### config.mk
export PLATFORM = sky130hd
export DESIGN_NAME = dmem_arbiter
export DESIGN_NICKNAME = d
export VERILOG_FILES = /design/src/rtl/dmem_arbiter.sv
export SDC_FILE = /design/constraint.sdc
export NUM_CORES = 1
export LEC_CHECK = 0
export ABC_AREA = 1
export CAP_MARGIN = 20
export CORE_MARGIN = 10
export CORE_UTILIZATION = 37
export CTS_BUF_LIST = sky130_fd_sc_hd__clkbuf_8 sky130_fd_sc_hd__clkbuf_16
export CTS_CLUSTER_DIAMETER = 100
export DETAILED_ROUTE_END_ITERATION = 10
export GPL_TIMING_DRIVEN = 0
export PLACE_DENSITY = 0.87
export SLEW_MARGIN = 25
export SYNTH_ARGS = -nofsm -noshare
export SYNTH_HDL_FRONTEND = slang
export SYNTH_SLANG_ARGS = --single-unit
### constraint.sdc
create_clock -name clk -period 2.5 [get_ports clk]
set_clock_uncertainty 0.05 [all_clocks]
set_input_delay 0.375 -clock clk [delete_from_list [all_inputs] [get_ports clk]]
set_output_delay 0.375 -clock clk [all_outputs]
set_load 0.02 [all_outputs]
### src/rtl/dmem_arbiter.sv
// Two-port arbiter in front of the single-port data memory: port 0 (MEM stage) has
// fixed priority, port 1 (loader/debug) is forced through after a run of denied cycles.
module dmem_arbiter #(
  parameter int unsigned DEPTH        = 101,
  parameter int unsigned STARVE_LIMIT = 4
) (
  input  logic        clk,
  input  logic        rst,
  input  logic        p0_req,
  input  logic        p0_we,
  input  logic [31:0] p0_addr,
  input  logic [31:0] p0_wdata,
  output logic        p0_gnt,
  output logic        p0_rvalid,
  output logic [31:0] p0_rdata,
  output logic        p0_err,
  input  logic        p1_req,
  input  logic        p1_we,
  input  logic [31:0] p1_addr,
  input  logic [31:0] p1_wdata,
  output logic        p1_gnt,
  output logic        p1_rvalid,
  output logic [31:0] p1_rdata,
  output logic        p1_err,
  output logic [31:0] mem_addr,
  output logic [31:0] mem_wdata,
  output logic        mem_read,
  output logic        mem_write,
  input  logic [31:0] mem_rdata
);

  localparam logic [31:0] DEPTH_W = 32'(DEPTH);
  localparam logic [3:0]  LIMIT   = 4'(STARVE_LIMIT);

  logic [3:0] starve_cnt;
  logic       force_p1;
  logic       p0_inr;
  logic       p1_inr;

  function automatic logic [3:0] sat_inc(input logic [3:0] cnt, input logic [3:0] lim);
    return (cnt < lim) ? 4'(cnt + 4'd1) : lim;
  endfunction

  assign p0_inr = (p0_addr < DEPTH_W);
  assign p1_inr = (p1_addr < DEPTH_W);

  always_comb begin
    p0_gnt = 1'b0;
    p1_gnt = 1'b0;
    if (!rst) begin
      if (force_p1) begin
        p1_gnt = p1_req;
        p0_gnt = p0_req & ~p1_req;
      end else begin
        p0_gnt = p0_req;
        p1_gnt = p1_req & ~p0_req;
      end
    end
  end

  // Out-of-range accesses are granted but never strobe the memory.
  always_comb begin
    mem_addr  = '0;
    mem_wdata = '0;
    mem_read  = 1'b0;
    mem_write = 1'b0;
    if (p0_gnt) begin
      mem_addr  = p0_addr;
      mem_wdata = p0_wdata;
      mem_read  = ~p0_we & p0_inr;
      mem_write = p0_we & p0_inr;
    end else if (p1_gnt) begin
      mem_addr  = p1_addr;
      mem_wdata = p1_wdata;
      mem_read  = ~p1_we & p1_inr;
      mem_write = p1_we & p1_inr;
    end
  end

  // Response stage: one cycle after the grant; rdata of an idle port holds.
  always_ff @(posedge clk) begin
    if (rst) begin
      p0_rvalid <= 1'b0;
      p0_err    <= 1'b0;
      p0_rdata  <= '0;
      p1_rvalid <= 1'b0;
      p1_err    <= 1'b0;
      p1_rdata  <= '0;
    end else begin
      p0_rvalid <= p0_gnt;
      p0_err    <= p0_gnt & ~p0_inr;
      if (p0_gnt) p0_rdata <= (~p0_we & p0_inr) ? mem_rdata : '0;
      p1_rvalid <= p1_gnt;
      p1_err    <= p1_gnt & ~p1_inr;
      if (p1_gnt) p1_rdata <= (~p1_we & p1_inr) ? mem_rdata : '0;
    end
  end

  // force_p1 rises the cycle after the counter saturates and drops after p1 is served
  // (or abandons its request while forced).
  always_ff @(posedge clk) begin
    if (rst) begin
      starve_cnt <= '0;
      force_p1   <= 1'b0;
    end else begin
      if (p1_gnt)
        starve_cnt <= '0;
      else if (p1_req)
        starve_cnt <= sat_inc(starve_cnt, LIMIT);
      else if (force_p1)
        starve_cnt <= '0;
      force_p1 <= (starve_cnt == LIMIT) & ~p1_gnt & ~(force_p1 & ~p1_req);
    end
  end

endmodule

==> impl_results.md <==
* Outcome: finished clean
* Net Count, Synth at 731
* Post-synth cell types at 29
* DR vias at 5469
* 1st-iter DRT viols at 560
* Final Instance Count excl. Fillers at 1038
* # setup viols final at 0
* Crit Path Max Fanout at 3
* WHS Path Cells at 2
* Max-slew violation count at 0
* Reg-to-reg endpoint: p1_rdata[18]
* Hold crit path type: in2reg
* Number of global-route vias before repair at 5271
* Placed insts at 1003
* Overall power at ~3000 uW
* Avg Cell Area, Syn at 7.18 sq um
* Worst slew pin tran at 0.509 ns
* Most used DFF post-synth: dfxtp_1
* R2R Path Start: force_p1
* Initial antenna violation count at 3
* Initial core utilization at 0.375
* Worst Hold Launch: rst
* Synth Cell Area at 4040 sq um
* CP Capture Type: output pin
* Layout cells sized above 1 at 0.140
* Final Hold Fails at 0
* Final clock period utilization by the worst path at 0.987
* Area delta synth->final at 83.1%
* Drt wl/cell at 21.7 microns
* Worst Hold End: force_p1
* CTS Hold Bufs at 0
* WP data arrival at roughly 2.0 ns
* Peak VDD IR at 0.000327 V
* Slew HR at 0.661
* Ys async rst share at 0
* Worst-path clk slew at ~0.080 ns
* Routed WL at 22500 microns
* CP required at 2.08 ns
* CP Launch Type: primary input
* Gpl congestion at 0.968
* Seq/Total Area, Yosys at 0.361
* CTS tree: yes
* Total GRT Usage at 0.273
* CTS buffer count at 9
* Post-Syn Instances at 563
* Clock Tree Root: clkbuf_8
* Die height at 125 microns
* Critical path class: in2out
* Total die area at 15500 sq um
* Longest Clk Path Bufs at 2
* Post-synth EDFFs at 0
* DR DRC count at 0
* Commonest non-fill, non-tap cell in the layout: clkdlybuf4s50_1
* Max Clk Rate at 0.405 GHz
* CTS sink count at 73
* Pin count of the biggest net entering global routing at 14
* Max-cap viol count at 0
* I/O Pins at about 300
* Leak at around 0.0035 uW
* Core Region at approximately 11000 sq um
* First-pass GRT wire length at about 34000 microns
* Die W at ~120 microns
* Power Density at 402 nW/um^2
* Commonest non-fill, non-tap cells in the layout: 230 x clkdlybuf4s50_1, 127 x nand2_1, 73 x dfxtp_1, 67 x nand4_1, 66 x nor2_1
* Yosys warning total at 0
* Clock H-tree levels at 3
* Total gr overflow at 0
* Hold WS at 0.284 ns
* R2R setup slack at approximately 0.73 ns
* R2R cell count at 8
* Routed Antenna Nets at 0
* Drt pass-1 iters at 5
* # nets final at 1058
* Row cnt at 38
* Hpwl dp at 18200 microns
* IO buf count at 300
* Final core occ at 0.686
* Post-route minimum period at 2.47 ns
* Seq cells post-synth at 73
* Vias per inst at 5.27
* Clk_lat worst skew at 0.34 ns
==> worst max-delay path by stage <==
stage	from	end	slack (ns)	depth (start not counted)
5_1_grt	p0_req	mem_addr[6]	-0.04	10
2_1_floorplan	rst	mem_addr[27]	0.69	8
3_5_place_dp	p1_addr[15]	mem_write	-0.65	8
6_report	p0_req	mem_addr[9]	0.03	8
4_1_cts	p1_addr[22]	mem_write	-0.004	10
3_3_place_gp	p1_addr[15]	mem_write	-0.63	8
==> report_power, final <==
group	total, uW	switching [uW]	internal (uW)	leakage (uW)
clock	1060	470	593	0.000113
combinational	748	363	385	0.00280
sequential	1170	2.02	1170	0.000589
==> routing by layer <==
metal  vias up  track usage  part of all wire
met5         -            0           0.00053
met4         2       0.0699             0.022
met3        34       0.0864              0.11
met2       314        0.450              0.47
met1      2526        0.336              0.40
li1       2593            -                 -
==> kinds of logic (layout without fill, tap and decap cells) <==
kind of cell    count (synthesis)  in the layout  synth area share
fa+ha+maj                       2              2           0.00619
compound gates                 76             76             0.153
simple gates                  309            309             0.354
buf+inv                       103            435             0.125
flops                          73             73             0.361
other cells                     0              3                 0
==> repair_timing <==
action | 4_1_cts | 5_1_grt
endpoints found under the setup margin | 68 | 43
setup buffers | 6 | 10
pin swaps | 4 | 4
cloned | 0 | 0
gates resized for setup | 175 | 43
==> synthesized netlist by cell type, drive strengths merged (2+ instances only) <==
cell	count	area, sq um
ha	2	25.0
clkbuf	14	52.6
inv	56	210
nand2	129	500
a21oi	7	38.8
nor2	73	308
nand3	38	190
o22ai	3	18.8
buf	32	235
a32o	13	130
o21ai	9	48.8
a22o	42	368
dfxtp	73	1460
nand4	67	419
==> area by class of cell <==
type / instances / area, sq um
Antenna cell: 3 / 7.51
Tap cell: 140 / 175
Multi-Input combinational cell: 387 / 2100
Inverter: 57 / 219
Fill cell: 951 / 3390
Clock buffer: 10 / 138
Timing Repair Buffer: 316 / 2910
Clock inverter: 6 / 90.1
Sequential cell: 73 / 1460
Buffer: 46 / 307
==> metrics by stage <==
stage | TNS (ns) | cell area, sq um | worst slack, ns
2_1_floorplan | 0 | 4040 | 0.695
3_3_place_gp | -25.35 | 7220 | -0.629
3_5_place_dp | -25.82 | 7220 | -0.653
4_1_cts | -0.00446 | 7510 | -0.00446
5_1_grt | -0.0377 | 7400 | -0.0377
6_report | 0 | 7400 | 0.0330
==> worst max-delay path, cell delays in order <==
cell	delay, ns
clkdlybuf4s50_1	0.47
inv_1	0.08
o21ai_2	0.18
clkinv_4	0.11
buf_4	0.15
buf_4	0.14
a32o_1	0.22
dlygate4sd2_1	0.33
==> state kept, by name (all words and copies together) (netlist names) <==
signal / count
p1_rvalid: 1
starve_cnt: 4
p0_rvalid: 1
p0_err: 1
p0_rdata: 32
p1_rdata: 32
p1_err: 1
force_p1: 1
Note: power is estimated with default switching activity, not from simulation.
